===== config.mk =====
export PLATFORM = sky130hd
export DESIGN_NAME = camera_fb_arbiter
export DESIGN_NICKNAME = d
export VERILOG_FILES = /design/src/rtl/camera_fb_arbiter.sv
export SDC_FILE = /design/constraint.sdc
export NUM_CORES = 1
export LEC_CHECK = 0
export ABC_AREA = 1
export CAP_MARGIN = 20
export CORE_ASPECT_RATIO = 0.8
export CORE_UTILIZATION = 50
export DETAILED_ROUTE_END_ITERATION = 8
export HOLD_SLACK_MARGIN = 0.03
export PLACE_DENSITY = 0.76
export SYNTH_ARGS = -nofsm -noshare
export SYNTH_HDL_FRONTEND = slang
export SYNTH_SLANG_ARGS = --single-unit

===== constraint.sdc =====
create_clock -name clk -period 3.2 [get_ports clk]
set_clock_uncertainty 0.05 [all_clocks]
set_input_delay 0.64 -clock clk [delete_from_list [all_inputs] [get_ports clk]]
set_output_delay 0.64 -clock clk [all_outputs]
set_load 0.005 [all_outputs]

===== src/rtl/camera_fb_arbiter.sv =====
`default_nettype none
// +----------------------------------------------------------------------------+
// | Module      : camera_fb_arbiter                                            |
// | Description : Frame capture sequencer and single-port frame-buffer arbiter.|
// |               Camera pixel writes are queued in a small FIFO and share the |
// |               RAM port with CPU reads/writes; one RAM access per cycle.    |
// | Revision    : 1.0 - initial release                                        |
// +----------------------------------------------------------------------------+
// | Ports                                                                      |
// |   clk, reset          system clock, asynchronous active-high reset         |
// |   cap_start           pulse: arm capture of the next frame                 |
// |   cap_continuous      re-arm automatically after each completed frame      |
// |   cap_busy            high while ARMED, CAPTURE or DRAIN                   |
// |   cap_done            1-cycle pulse when a frame is fully in RAM           |
// |   frame_cnt           completed-frame counter (wraps)                      |
// |   overflow / ovf_clr  sticky camera-drop flag and its clear                |
// |   cam_frame_start/end frame boundary pulses from the camera                |
// |   cam_valid/addr/data camera pixel write                                   |
// |   cpu_req/we/addr/wdata, cpu_ack/rdata   CPU access handshake             |
// |   mem_en/we/addr/wdata, mem_rdata        frame-buffer RAM port            |
// +----------------------------------------------------------------------------+
module camera_fb_arbiter #(
    parameter int ADDR_W      = 17,
    parameter int DATA_W      = 16,
    parameter int FIFO_DEPTH  = 4,
    parameter int MAX_CAM_RUN = 8
) (
    input  logic              clk,
    input  logic              reset,
    input  logic              cap_start,
    input  logic              cap_continuous,
    output logic              cap_busy,
    output logic              cap_done,
    output logic [7:0]        frame_cnt,
    output logic              overflow,
    input  logic              ovf_clr,
    input  logic              cam_frame_start,
    input  logic              cam_frame_end,
    input  logic              cam_valid,
    input  logic [ADDR_W-1:0] cam_addr,
    input  logic [DATA_W-1:0] cam_data,
    input  logic              cpu_req,
    input  logic              cpu_we,
    input  logic [ADDR_W-1:0] cpu_addr,
    input  logic [DATA_W-1:0] cpu_wdata,
    output logic              cpu_ack,
    output logic [DATA_W-1:0] cpu_rdata,
    output logic              mem_en,
    output logic              mem_we,
    output logic [ADDR_W-1:0] mem_addr,
    output logic [DATA_W-1:0] mem_wdata,
    input  logic [DATA_W-1:0] mem_rdata
);

    localparam int c_PTR_W = (FIFO_DEPTH > 1) ? $clog2(FIFO_DEPTH) : 1;
    localparam int c_CNT_W = c_PTR_W + 1;
    localparam int c_RUN_W = $clog2(MAX_CAM_RUN + 1);

    localparam logic [c_CNT_W-1:0] c_FIFO_FULL = c_CNT_W'(FIFO_DEPTH);
    localparam logic [c_RUN_W-1:0] c_RUN_MAX   = c_RUN_W'(MAX_CAM_RUN);

    localparam logic [2:0] c_IDLE    = 3'd0;
    localparam logic [2:0] c_ARMED   = 3'd1;
    localparam logic [2:0] c_CAPTURE = 3'd2;
    localparam logic [2:0] c_DRAIN   = 3'd3;
    localparam logic [2:0] c_DONE    = 3'd4;

    // ------------------------------------------------------------------
    // State and storage
    // ------------------------------------------------------------------
    logic [2:0]          r_state;
    logic [2:0]          w_next_state;
    logic                w_cap_busy;
    logic                w_cap_done;
    logic                w_frame_done;

    logic [ADDR_W-1:0]   r_fifo_addr [FIFO_DEPTH];
    logic [DATA_W-1:0]   r_fifo_data [FIFO_DEPTH];
    logic [c_PTR_W-1:0]  r_wr_ptr;
    logic [c_PTR_W-1:0]  r_rd_ptr;
    logic [c_CNT_W-1:0]  r_count;

    logic [c_RUN_W-1:0]  r_cam_run;
    logic                r_cpu_issue;     // CPU access on the RAM port this cycle
    logic                r_cpu_issue_rd;
    logic                r_cpu_ack;
    logic                r_cpu_ack_rd;
    logic                r_cam_mem;       // camera write on the RAM port this cycle
    logic [DATA_W-1:0]   r_rdata_hold;

    logic                r_mem_en;
    logic                r_mem_we;
    logic [ADDR_W-1:0]   r_mem_addr;
    logic [DATA_W-1:0]   r_mem_wdata;
    logic [7:0]          r_frame_cnt;
    logic                r_overflow;

    // ------------------------------------------------------------------
    // Arbitration
    // ------------------------------------------------------------------
    logic w_empty;
    logic w_full;
    logic w_push_req;
    logic w_cpu_busy;
    logic w_cpu_gnt;
    logic w_cam_gnt;
    logic w_push;
    logic w_drop;
    logic w_rd_ack;

    assign w_empty    = (r_count == '0);
    assign w_full     = (r_count == c_FIFO_FULL);
    assign w_push_req = cam_valid && (r_state == c_CAPTURE);
    // The CPU stays locked out from its grant through its ack cycle, because
    // cpu_req is still high while the ack is being presented.
    assign w_cpu_busy = r_cpu_issue || r_cpu_ack;
    assign w_cpu_gnt  = cpu_req && !w_cpu_busy && (w_empty || (r_cam_run == c_RUN_MAX));
    assign w_cam_gnt  = !w_cpu_gnt && !w_empty;
    // A full FIFO still accepts a pixel when the head leaves in the same cycle.
    assign w_push     = w_push_req && (!w_full || w_cam_gnt);
    assign w_drop     = w_push_req && w_full && !w_cam_gnt;
    assign w_rd_ack   = r_cpu_ack && r_cpu_ack_rd;

    // ------------------------------------------------------------------
    // FSM
    // ------------------------------------------------------------------
    always_ff @(posedge clk or posedge reset) begin
        if (reset) begin
            r_state <= c_IDLE;
        end else begin
            r_state <= w_next_state;
        end
    end

    always_comb begin
        w_next_state = r_state;
        w_cap_busy   = 1'b0;
        w_cap_done   = 1'b0;
        w_frame_done = 1'b0;
        case (r_state)
            c_IDLE: begin
                if (cap_start) w_next_state = c_ARMED;
            end
            c_ARMED: begin
                w_cap_busy = 1'b1;
                if (cam_frame_start) w_next_state = c_CAPTURE;
            end
            c_CAPTURE: begin
                w_cap_busy = 1'b1;
                if (cam_frame_end) w_next_state = c_DRAIN;
            end
            c_DRAIN: begin
                w_cap_busy = 1'b1;
                // Wait until the last popped pixel has actually hit the RAM port.
                if (w_empty && !r_cam_mem) begin
                    w_next_state = c_DONE;
                    w_frame_done = 1'b1;
                end
            end
            c_DONE: begin
                w_cap_done   = 1'b1;
                w_next_state = cap_continuous ? c_ARMED : c_IDLE;
            end
            default: begin
                w_next_state = c_IDLE;
            end
        endcase
    end

    // ------------------------------------------------------------------
    // Camera write FIFO
    // ------------------------------------------------------------------
    always_ff @(posedge clk) begin
        if (w_push) begin
            r_fifo_addr[r_wr_ptr] <= cam_addr;
            r_fifo_data[r_wr_ptr] <= cam_data;
        end
    end

    always_ff @(posedge clk or posedge reset) begin
        if (reset) begin
            r_wr_ptr <= '0;
            r_rd_ptr <= '0;
            r_count  <= '0;
        end else begin
            if (w_push)    r_wr_ptr <= r_wr_ptr + 1'b1;
            if (w_cam_gnt) r_rd_ptr <= r_rd_ptr + 1'b1;
            case ({w_push, w_cam_gnt})
                2'b10:   r_count <= r_count + 1'b1;
                2'b01:   r_count <= r_count - 1'b1;
                default: r_count <= r_count;
            endcase
        end
    end

    // ------------------------------------------------------------------
    // RAM port, CPU handshake, counters
    // ------------------------------------------------------------------
    always_ff @(posedge clk or posedge reset) begin
        if (reset) begin
            r_mem_en       <= 1'b0;
            r_mem_we       <= 1'b0;
            r_mem_addr     <= '0;
            r_mem_wdata    <= '0;
            r_cam_run      <= '0;
            r_cpu_issue    <= 1'b0;
            r_cpu_issue_rd <= 1'b0;
            r_cpu_ack      <= 1'b0;
            r_cpu_ack_rd   <= 1'b0;
            r_cam_mem      <= 1'b0;
            r_rdata_hold   <= '0;
            r_frame_cnt    <= '0;
            r_overflow     <= 1'b0;
        end else begin
            if (w_cpu_gnt) begin
                r_mem_en    <= 1'b1;
                r_mem_we    <= cpu_we;
                r_mem_addr  <= cpu_addr;
                r_mem_wdata <= cpu_wdata;
            end else if (w_cam_gnt) begin
                r_mem_en    <= 1'b1;
                r_mem_we    <= 1'b1;
                r_mem_addr  <= r_fifo_addr[r_rd_ptr];
                r_mem_wdata <= r_fifo_data[r_rd_ptr];
            end else begin
                r_mem_en    <= 1'b0;
            end

            // Saturating run length of camera grants seen by a waiting CPU.
            if (!cpu_req || w_cpu_gnt) begin
                r_cam_run <= '0;
            end else if (w_cam_gnt && (r_cam_run != c_RUN_MAX)) begin
                r_cam_run <= r_cam_run + 1'b1;
            end

            r_cpu_issue    <= w_cpu_gnt;
            r_cpu_issue_rd <= w_cpu_gnt && !cpu_we;
            r_cpu_ack      <= r_cpu_issue;
            r_cpu_ack_rd   <= r_cpu_issue_rd;
            r_cam_mem      <= w_cam_gnt;

            if (w_rd_ack) r_rdata_hold <= mem_rdata;

            if (w_frame_done) r_frame_cnt <= r_frame_cnt + 8'd1;

            if (w_drop) begin
                r_overflow <= 1'b1;
            end else if (ovf_clr) begin
                r_overflow <= 1'b0;
            end
        end
    end

    assign cap_busy  = w_cap_busy;
    assign cap_done  = w_cap_done;
    assign frame_cnt = r_frame_cnt;
    assign overflow  = r_overflow;
    assign cpu_ack   = r_cpu_ack;
    // Read data comes straight from the RAM in the ack cycle, then is held.
    assign cpu_rdata = w_rd_ack ? mem_rdata : r_rdata_hold;
    assign mem_en    = r_mem_en;
    assign mem_we    = r_mem_we;
    assign mem_addr  = r_mem_addr;
    assign mem_wdata = r_mem_wdata;

endmodule
`default_nettype wire

# Word level (Yosys, flattened, before mapping)
# Memories as Yosys holds them, arrays and structs flattened.
# Index checks and enable logic that the tools add are counted.
# word_totals
register_bits,79
ramBits,132
input_bits,92
memories,2
# mem_list
name,depth,width,read_ports,rd_clocked_by_memory_dff,write_ports,line,source
r_fifo_addr,4,17,1,0,1,77,logic [ADDR_W-1:0] r_fifo_addr [FIFO_DEPTH];
r_fifo_data,4,16,1,0,1,78,logic [DATA_W-1:0] r_fifo_data [FIFO_DEPTH];
# op_classes
n_addsub,6
eq_ne,13
n_mux,26
n_reduce_logical,31
# ops
operator,count
16-bit two-way mux,3
17-bit two-way mux,2
3-bit one-hot mux with 5 select lines,1
1-bit two-way mux,13
3-bit two-way mux,4
1-bit logical AND,11
"8-bit by 1-bit adder with 8-bit output, second input constant",1
1-bit logical NOT,8
4-bit two-way mux,2
"2-bit inequality test, second input constant",4
2-bit nonzero test,4
"3-bit by 2-bit == test with 1-bit output, second input constant",2
"3-bit == test, second input constant",2
3-bit logical NOT,2
3-bit one-hot mux with 2 select lines,1
"2-bit by 1-bit adder with 2-bit output, second input constant",2
"4-bit by 1-bit adder with 4-bit output, second input constant",1
"4-bit == test, second input constant",1
1-bit logical OR,4
"4-bit inequality test, second input constant",1
4-bit AND reduction,1
"3-bit by 1-bit adder with 3-bit output, second input constant",1
"3-bit by 1-bit == test with 1-bit output, second input constant",1
3-bit OR reduction,1
other kinds (3),3

# Depth between registers and ports, before layout
# depth
ltp_word,10
mapped_depth,11
mapped_depth_nobuf,11

# Worst setup path after synthesis
# No wires, ideal clock.
# synth_timing
kind,input-to-reg
startpoint,input cpu_req
endpoint,memory r_fifo_addr[0][0] (enable)
setup_time_ns,0.423
arrival_time_ns,2.475
required_time_ns,2.727
setup_slack_ns,0.252
cell_stages,5
cell_sequence,nand2_2 > o21ai_4 > nand2_1 > nand2_2 > nor2_1
# synth_via
elab_chain_len,8
# synth_lines
element,line,source
start: declaration,42,"input logic cpu_req,"
1-bit logical AND (2 in series),117,assign w_cpu_gnt = cpu_req && !w_cpu_busy && (w_empty || (r_cam_run == c_RUN_MAX));
1-bit logical NOT,118,assign w_cam_gnt = !w_cpu_gnt && !w_empty;
1-bit logical AND,118,
1-bit logical OR,120,assign w_push = w_push_req && (!w_full || w_cam_gnt);
1-bit logical AND,120,
1-bit two-way mux,174,if (w_push) begin
1-bit two-way mux (implied by the code),175,r_fifo_addr[r_wr_ptr] <= cam_addr;
end: declaration,77,
# No other way between the ends.

# Worst setup path in the final report
# layout_timing
startpoint,"register r_cpu_ack, in the netlist cpu_ack"
endpoint,output cpu_rdata[4]
# layout_via
elab_chain_len,2
# layout_lines
element,line,source
start: declaration,86,logic r_cpu_ack;
start signal: assignment,238,r_cpu_ack <= r_cpu_issue;
1-bit logical AND,122,assign w_rd_ack = r_cpu_ack && r_cpu_ack_rd;
16-bit two-way mux,--,
end: declaration,47,"output logic [DATA_W-1:0] cpu_rdata,"
# No other way between the ends.

==> impl_summary.md <==
GRT
The initial antenna violation count was 0. The first-pass GRT wire length is 29800 µm. The pin count of the biggest net entering global routing is 71. The via count of the first global-routing pass was 5729. The global route total overflow is 0. The global-route usage over all layers is 21.2%.

Synth
By area, the combinational part of the netlist is dominated by simple AND/OR/NAND/NOR gates. The post-synthesis cell count is 778. In this run, synthesis produced a sequential element count of 211.

The number of nets in the synthesized netlist is 878. The share of synthesized area spent on multiplexers is 2.05%. The register area share after synthesis is 67.5%. The number of synthesized flops with an enable pin is 132. After Yosys synthesis, full adders, half adders and majority gates account for 1.22% of the synthesized area. Counting flops with an async set or reset pin after synthesis yields a share of 37.4%. In this run the cell area of the synthesized design comes to 8800 µm². For this run, the number of Yosys warnings is 0. Counting distinct cell types in the post-synthesis netlist gives 35. Of the total synthesized cell area, the portion taken by AND, OR, NAND and NOR gates is 19.9%. The synthesized netlist devotes 4.38% of its cell area to compound gates.

The per-instance average area after synthesis is 11.3 µm². The most used flip-flop cell after synthesis is edfxtp_1. The post-synthesis xor/xnor area fraction is 1.09%.

Worst setup path
The element type at the critical path start is a register. The largest driver fanout on the critical path is 16. STA classifies the critical path endpoint as an output port. The critical path arrival is 2270 ps. Walking the worst path, the cells encountered are nand2_1, mux2_2, clkdlybuf4s50_1. The endpoint of the worst register-to-register path is r_count[2]$_DFFE_PP0P_. For this design, the slowest cell found on the critical path is nand2_1. The worst register-to-register path has a depth of 11. The required time reported for the critical path endpoint is 2510 ps. The worst stage delay on the critical path is 500 ps. The worst reg-to-reg setup slack is 1110 ps. The type of the worst setup path is register to output port. The total buffers and inverters traversed by the critical path is 1.

In this run the critical register-to-register path is launched from r_cam_run[0]$_DFFE_PP0P_. Among cell families on the critical path, the largest total delay comes from simple AND/OR/NAND/NOR gates.

Timing
The final critical-path share of the clock period is 92.4%. The final hold slack is 298 ps. Counting I/O delays and the setup requirement, the final critical path takes 2960 ps.

The max-slew violation count is 0. The total of endpoints with negative setup slack in the final report is 0. Setup repair after global routing left no endpoint under its margin. For the pin with the worst max-slew slack, the measured transition is 695 ps. The setup slack of the critical path after layout is 243 ps. Measured against its own limit, the worst slew margin works out to 53.7%.

The number of failing hold endpoints at the final stage is 0. The achievable frequency is 338 MHz. In the final timing run, aggregate negative setup slack is 0 ps.

Worst hold path
The class of the tightest hold or removal check is register to register. The path with the worst hold slack has its endpoint at r_cpu_ack_rd$_DFF_PP0_. The number of instances on the worst hold path is 0.

The startpoint identified for the worst hold timing path is r_cpu_issue_rd$_DFF_PP0_.

Detailed routing
The ratio of routed vias to standard cells is 5.25. The length of the first detailed-routing pass in iterations is 5. Detailed routing inserted a total of 6147 vias. The post-detailed-route wirelength per cell is 16.0 µm.

In this run, the number of DRC markers left after iteration 0 of detailed routing was 397. The detail route stage leaves a number of antenna-violating nets equal to 0. The remaining design rule violation count is 0. The total length of routed wires is 18700 µm.

Placed design
The cell count after placement is 1134. The placement-stage worst setup slack is 623 ps. Input and output buffers added on the ports amount to 154. Summed over all nets, the half-perimeter wirelength after detailed placement is 11800 µm. At the end of routability-driven placement, the weighted congestion stood at 0.821.

Die
The region available for standard cell placement spans 17300 µm². The full die area is 18100 µm². The initial utilization of the core area, before any placement, comes to 51.0%. The die span in x is 150 µm. The die outline height is 121 µm. The number of placement rows is 43.

The number of top-level design ports is 155.

CTS
Hold repair after CTS inserted 0 buffers. The number of clock sinks is 211. The maximum level of the CTS H-tree is 1. The later pin in the worst-skew pair is clocked with a latency of 490 ps. The root buffer selected by CTS is clkbuf_16. The number of instances resized during post-cts repair is 0. The number of buffers created by CTS is 21. The buffer count from post-CTS setup fixing is 0. The maximum root-to-sink buffer count is 3.

The clock tree from TritonCTS is yes. The clock input transition at the sequential cells of the worst setup and hold paths is 60 ps.

Layout
At the end of the flow, the number of nets in the layout was 1032. The share of the core filled with cells in the final layout is 65.4%. The share of layout cells above drive strength 1 is 10.9%. The fill cell total of the finished layout is 1282.

The area growth from synthesis to final layout is 28.3%. The final cell count without fillers is 1171. The repair_antennas step left the layout with diodes totalling 0.

Job
The max-cap violation count is 0.

Power and ir drop
The worst-case IR drop observed on VDD is 0.601 mV. Power spread over the standard cell area amounts to 863 nW/µm². The static leakage is 4.56 nW.

Status
The run finished with clean final reports.
==> kinds of logic (layout without fill, tap and decap cells) <==
logic type	count (synthesis)	in the layout
buffers and inverters	77	245
multiplexers	16	16
XOR/XNOR	11	11
adder cells (fa/ha/maj)	8	8
AO/OA/AOI/OAI	47	47
flip-flops	211	211
AND/OR/NAND/NOR	408	408
==> flip-flops by register name, indices dropped and copies added, names as in the netlist, 3 cells and up <==
| signal | count |
|---|---|
| r_rdata_hold | 16 |
| r_state | 3 |
| r_fifo_data | 64 |
| r_cam_run | 4 |
| mem_wdata | 16 |
| r_count | 3 |
| frame_cnt | 8 |
| mem_addr | 17 |
| r_fifo_addr | 68 |
==> cells in the final DEF, fill, tap and decap left out, drive strengths merged, types with 10 or more instances in the layout <==
| cell | instances |
|---|---|
| mux2 | 16 |
| edfxtp | 132 |
| clkdlybuf4s50 | 154 |
| nand2 | 268 |
| o211ai | 33 |
| buf | 16 |
| nand3 | 117 |
| inv | 37 |
| clkbuf | 22 |
| nor2 | 13 |
| clkinv | 10 |
| dfrtp | 79 |
==> worst register-to-register path, cell delays in order (launching register included) <==
cell	delay, ps
dfrtp_1	380
inv_1	80
ha_1	210
nand3_2	130
nand2_4	90
nand2_4	80
nand3_1	140
fa_1	450
inv_1	110
nand4_1	120
nand3_1	100
nand2_1	50
==> worst max-delay path by stage <==
| stage | startpoint | endpoint | slack (ps) | cells after the start |
|---|---|---|---|---|
| after floorplan | cpu_req | r_fifo_addr[0][0]$_DFFE_PP_ | 250 | 5 |
| after global placement | cam_valid | r_fifo_addr[2][0]$_DFFE_PP_ | 670 | 6 |
| after detailed placement | cam_valid | r_fifo_addr[2][1]$_DFFE_PP_ | 620 | 6 |
| after CTS | cpu_ack$_DFF_PP0_ | cpu_rdata[4] | 190 | 3 |
| after global routing | cpu_ack$_DFF_PP0_ | cpu_rdata[4] | 110 | 3 |
| final | cpu_ack$_DFF_PP0_ | cpu_rdata[4] | 240 | 3 |
==> per-stage QoR <==
| stage | power (mW) | cell area, µm² |
|---|---|---|
| after floorplan | 6.02 | 8800 |
| after global placement | 7.41 | 10600 |
| after detailed placement | 7.51 | 10600 |
| after CTS | 9.85 | 11300 |
| after global routing | 10.4 | 11300 |
| final | 9.75 | 11300 |
==> power by group <==
| part | leakage [nW] | switching (mW) | internal (mW) |
|---|---|---|---|
| registers | 2.14 | 0.250 | 3.50 |
| logic | 2.11 | 2.07 | 1.61 |
| clock network | 0.312 | 1.01 | 1.31 |
| total | 4.56 | 3.33 | 6.42 |
==> area by class of cell <==
type                            instances  area, µm²  share of cell area, %
Sequential cell                       211       5940                   52.6
Multi-Input combinational cell        490       2550                   22.6
Timing Repair Buffer                  170       1720                   15.3
Clock buffer                           22        539                   4.77
Tap cell                              225        282                   2.49
Inverter                               38        146                   1.30
Clock inverter                         15        114                   1.01
==> synth_stat cells, drive strengths merged, types with 7 or more instances <==
library cell / count / area share [%]
o21ai: 9 / 0.64
clkbuf: 14 / 0.60
ha: 7 / 0.99
edfxtp: 132 / 45
o211ai: 33 / 3.4
nand3: 117 / 6.8
mux2: 16 / 2.0
nor2: 13 / 0.67
nand2: 268 / 12
inv: 38 / 1.6
xor2: 9 / 0.90
buf: 25 / 1.6
dfrtp: 79 / 22
==> metal layers <==
layer / vias up / track usage (%) / part of all wire (%)
met5: - / 0 / 0
met4: 0 / 5.68 / 2.5
met3: 33 / 4.11 / 8.0
met2: 210 / 32.6 / 45
met1: 2931 / 30.7 / 44
li1: 2973 / - / -
(Power assumes the default switching activity.)
